`config.mk`:
```
export PLATFORM = sky130hd
export DESIGN_NAME = vram_tile_line_fetcher
export DESIGN_NICKNAME = d
export VERILOG_FILES = /design/src/rtl/vram_pkg.sv /design/src/rtl/vram_tile_line_fetcher.sv
export SDC_FILE = /design/constraint.sdc
export NUM_CORES = 1
export LEC_CHECK = 0
export ABC_AREA = 1
export ABC_CLOCK_PERIOD_IN_PS = 2390
export BUFFER_PORTS_ARGS = -buffer_cell sky130_fd_sc_hd__buf_2
export CORE_MARGIN = 2
export CORE_UTILIZATION = 30
export CTS_CLUSTER_SIZE = 28
export DETAILED_ROUTE_END_ITERATION = 8
export GPL_TIMING_DRIVEN = 0
export SYNTH_ARGS = -nofsm -noshare
export SYNTH_HDL_FRONTEND = slang
export SYNTH_SLANG_ARGS = --single-unit
```
`constraint.sdc`:
```
create_clock -name clk -period 2.39 [get_ports clk]
set_clock_uncertainty 0.05 [all_clocks]
set_input_delay 0.239 -clock clk [delete_from_list [all_inputs] [get_ports clk]]
set_output_delay 0.239 -clock clk [all_outputs]
set_load 0.02 [all_outputs]
```
`src/rtl/vram_pkg.sv`:
```
// Shared constants and types for the sprite tile VRAM and its line-fetch clients.
package vram_pkg;

   localparam int VRAM_SPRITES = 64;
   localparam int SPRITE_ROWS  = 32;
   localparam int LINE_PIX     = 32;
   localparam int PIX_W        = 8;
   localparam int LINE_ADDR_W  = 12;

   typedef logic [LINE_PIX*PIX_W-1:0] sprite_line_t;

   typedef enum logic [1:0] {
      IDLE   = 2'd0,
      WAIT   = 2'd1,
      STREAM = 2'd2
   } fetch_state_t;

endpackage

```
`src/rtl/vram_tile_line_fetcher.sv`:
```
// Fetches one 256-bit sprite line from the tile RAM and streams it to the renderer
// one pixel per handshake, optionally mirrored, with back-to-back request chaining.
module vram_tile_line_fetcher
   import vram_pkg::*;
#(
   parameter int READ_LATENCY = 1,
   parameter int PIX_W        = 8,
   parameter int LINE_PIX     = 32
) (
   input  logic                      clk,
   input  logic                      reset_n,
   input  logic                      req_valid,
   output logic                      req_ready,
   input  logic [5:0]                req_sprite,
   input  logic [4:0]                req_row,
   input  logic                      req_flip_x,
   output logic [LINE_ADDR_W-1:0]    mem_read_addr,
   input  logic [LINE_PIX*PIX_W-1:0] mem_read_data,
   output logic                      pix_valid,
   input  logic                      pix_ready,
   output logic [PIX_W-1:0]          pix_data,
   output logic                      pix_last,
   output logic                      busy
);

   localparam int LINE_W = LINE_PIX * PIX_W;
   localparam int CNT_W  = $clog2(LINE_PIX);
   localparam int LAT_W  = (READ_LATENCY > 1) ? $clog2(READ_LATENCY + 1) : 1;

   fetch_state_t      state;
   logic [CNT_W-1:0]  pix_cnt;
   logic [LAT_W-1:0]  lat_cnt;
   logic              flip;
   logic [LINE_W-1:0] line;

   logic pix_fire;
   logic at_last;
   logic accept;

   assign pix_valid = (state == STREAM);
   assign busy      = (state != IDLE);
   assign pix_fire  = pix_valid && pix_ready;
   assign at_last   = (pix_cnt == CNT_W'(LINE_PIX - 1));
   assign pix_last  = pix_valid && at_last;

   // NOTE: req_ready is gated by reset_n directly so a request held during reset is never
   // seen as accepted, even though the state register already reads IDLE.
   assign req_ready = reset_n && ((state == IDLE) || (pix_fire && at_last));
   assign accept    = req_valid && req_ready;

   // The head pixel always sits at one end of the line register; mirroring picks the end.
   assign pix_data  = flip ? line[LINE_W-1 -: PIX_W] : line[PIX_W-1:0];

   // NOTE: the line register is a plain datapath register, but it is cleared on reset
   // as well so pix_data reads zero until the first line is captured.
   always_ff @(posedge clk or negedge reset_n) begin
      if (!reset_n) begin
         state         <= IDLE;
         mem_read_addr <= '0;
         flip          <= 1'b0;
         lat_cnt       <= '0;
         pix_cnt       <= '0;
         line          <= '0;
      end else begin
         if (accept) begin
            mem_read_addr <= LINE_ADDR_W'({req_sprite, req_row});
            flip          <= req_flip_x;
            lat_cnt       <= LAT_W'(READ_LATENCY);
         end

         case (state)
            IDLE: begin
               if (accept) state <= WAIT;
            end

            WAIT: begin
               if (lat_cnt == '0) begin
                  line    <= mem_read_data;
                  pix_cnt <= '0;
                  state   <= STREAM;
               end else begin
                  lat_cnt <= lat_cnt - 1'b1;
               end
            end

            STREAM: begin
               if (pix_fire) begin
                  pix_cnt <= pix_cnt + 1'b1;
                  line    <= flip ? (line << PIX_W) : (line >> PIX_W);
                  if (at_last) state <= accept ? WAIT : IDLE;
               end
            end

            default: state <= IDLE;
         endcase
      end
   end

endmodule

```
==> impl_results.md <==
- Status: finished, violations left
- Failing checks: negative hold slack
- Finished Layout Cells: between 4k and 5k
- Setup crit end kind: output port
- Clock buffer depth: 3
- Final hold vios: 78
- RSZ-0062 raised after global routing: true
- Reg clk slew, reported paths: 0.06 ns
- Largest area contributor in the netlist: dfrtp_1
- Routability cong.: 0.899
- WHS: -0.372 ns
- Combinational power share: 54.0%
- Ys Warns: 0
- Core area: about 56,000 um2
- GR Overflow Total: 0
- Mux contribution to synthesized area: less than 1%
- Pre-CTS WS: 0.284 ns
- Placed Cells: 3,851
- Root Buffer: clkbuf_16
- P_sw: approximately 14 mW
- Sequential Power Share: 27.3%
- Top cell type's share of synthesized area: around two fifths
- Post-synth top flop: dfrtp_1
- Worst slew margin: 55.3%
- Area Overhead vs Synth: 37.7%
- Fin. max-slew vios: 0
- Die width: roughly 240 um
- P_leak: 13.6 nW
- Fmax: 429 MHz
- Post-Synth Simple-Gate Area: 46.9%
- Initial Utilization: 30.3%
- Drt drc: 0
- Final setup margin: between 0.06 and 0.07 ns
- Worst slew pin tran: 0.670 ns
- Cell depth of the worst flop-to-flop path: 11
- Hold buffers post-CTS: 265
- CTS Buf Count: 36
- Post-synthesis adder-cell area fraction: 0.147%
- Total routed wirelength: 63.8 mm
- Largest family of logic cells by synthesized area: simple AND/OR/NAND/NOR gates
- Pwr Density: 1270 nW/um2
- Synthesized area: 17,000 um2
- Worst path arrival time: 2.04 ns
- Mapped Nets: 3,073
- Most area-consuming cells after synthesis: dfrtp_1 (41%), nand2_1 (39%), nand3_1 (7.0%)
- # port buffers: 294
- Die height: 242 um
- Worst setup path category: flip-flop to output port
- Largest net degree at the start of global routing: 103
- Final worst-path cycle share: around 100%
- Syn Area/Cell: 6.07 um2
- Min Tclk post-route: 2.33 ns
- Synth Instances: 2,799
- VDD IR-drop max: 0.532 mV
- Synth Area in XOR/XNOR: 0%
- TritonRoute pass-1 iters: 8
- Final setup viols: 0
- Maxcap violations: 0
- Fill count: 5,972
- Critical path launch point type: flip-flop
- Worst skew pair latency: 0.56 ns
- First-pass GRT wire length: between 100 and 150 mm
- Final HPWL DP: between 40 and 50 mm
- Die area: 58,600 um2
- Sw frac: between 40% and 50%
- CTS tree: built
- Total Routing Usage GR: between 20 and 25%
- Pint: 15.4 mW
- Ys async rst share: 100%
- Sequential fraction of the synthesis area: roughly two fifths
- Critical path fanouts, max: 10
- Cell with the most instances after synthesis: nand2_1
- Yosys reg bits: 276
- Commonest cells post-synth: nand2_1 (1,773), dfrtp_1 (276), inv_1 (255)
- CP required: 2.10 ns
- Hold Crit Class: primary input to asynchronous set/reset pin
- CTS H-tree depth: 2
- Share of layout cells above drive strength 1: between 10% and 20%
- Initial antenna violation count: 1
- Sink Count: 276
- Synth Area in Compound Gates: roughly 1.6%
- Nets: 3,675
- Vias in the first global route: 19.1k
- Routed vias/inst: ~4.6
- DRT iter0 DRCs: between 1k and 1.5k
- DR vias: around 19k
- Netlist cell types: 19
- Post-route ant nets: 0
- Clock group share of total power: 18.7%
- I/O pins: between 200 and 300
- Post-synth EDFFs: 0
- WL/cell: 15.2 um
- Floorplan row count: 87
critical path, cell delays in order, from the launching register on:
cell and delay, ns:
dfrtp_1 0.42, buf_4 0.21, clkbuf_2 0.24, o21ai_1 0.37, buf_2 0.24
cell families (layout without fill, tap and decap cells):
family | count (synthesis) | count (layout)
adder cells (fa/ha/maj) | 2 | 2
multiplexers | 1 | 1
AND/OR/NAND/NOR | 2033 | 2033
AO/OA/AOI/OAI | 53 | 53
other | 1 | 2
buffers and inverters | 433 | 1062
flip-flops | 276 | 276
cells in the final DEF (no fill, tap or decap), types with 2 or more instances in the layout:
cell / n
nand2_1: 1771
buf_2: 386
dfrtp_1: 276
dlygate4sd3_1: 265
inv_1: 254
nand3_1: 239
clkbuf_1: 58
o21ai_0: 47
clkbuf_16: 37
buf_4: 22
nand4_1: 15
clkbuf_8: 13
clkinv_2: 8
buf_1: 6
inv_2: 5
nand2_2: 4
o21ai_1: 4
nor2_1: 2
ha_2: 2
inv_6: 2
buf_16: 2
power groups by stage:
| stage | logic, mW | registers (mW) | clock network, mW |
|---|---|---|---|
| floorplan | 10.8 | 7.99 | 0 |
| global placement | 15.3 | 8.06 | 0 |
| detailed placement | 15.5 | 8.09 | 0 |
| CTS | 15.9 | 8.06 | 5.66 |
| global route | 18.2 | 8.37 | 5.86 |
| finish | 16.0 | 8.10 | 5.56 |
routing by layer:
metal  global-route usage [%]  vias to the layer above  wire length (um)
li1                         -                     9578                 -
met5                        0                        -                 0
met3                     2.68                      145              3390
met4                     8.51                        0              2330
met2                     36.1                      585             30200
met1                     28.0                     8760             27800
sequential cells by signal, summed over array words and instances (netlist names):
register       flops
pix_cnt            5
lat_cnt            1
flip               1
mem_read_addr     11
state              2
line             256
final cells by class:
type                    count  area [um2]  share of cell area, %
clock inverters            11        87.6                  0.374
inverters                 259         972                   4.15
repair buffers            565        4230                   18.1
well taps                 756         946                   4.04
diodes                      1        2.50                 0.0107
plain buffers             173         836                   3.57
clock buffers              54        1120                   4.79
multi-input cells        2090        8310                   35.5
flip-flops and latches    276        6910                   29.5
timing repair:
item	4_1_cts	5_1_grt
gates resized for setup	9	9
buffers inserted	0	4
pin swaps	0	4
setup endpoints to repair	9	1
endpoints found under the hold margin	341	78
metrics by stage:
step / power (mW) / setup TNS, ns / instance area, um2 / util (%)
finish: 29.7 / 0 / 23400 / 41.7
floorplan: 18.8 / 0 / 17000 / -
global route: 32.4 / -0.0672 / 23400 / 41.7
global placement: 23.4 / -1334.99 / 19400 / 34.6
CTS: 29.6 / 0 / 23300 / 41.6
detailed placement: 23.6 / 0 / 19500 / 34.7
path summary, 6_finish.rpt:
check	slack, ns	startpoint	to
min in group clk	0.02	mem_read_data[248]	line[248]$_DFFE_PN0P_
worst min register to register	0.42	mem_read_addr[6]$_DFFE_PN0P_	mem_read_addr[6]$_DFFE_PN0P_
worst max-delay path	0.06	flip$_DFFE_PN0P_	pix_data[2]
worst min-delay path	-0.37	reset_n	line[222]$_DFFE_PN0P_
max in group asynchronous	1.67	reset_n	line[148]$_DFFE_PN0P_
worst max register to register	0.12	pix_cnt[0]$_DFFE_PN0P_	flip$_DFFE_PN0P_
(Power assumes the default switching activity.)
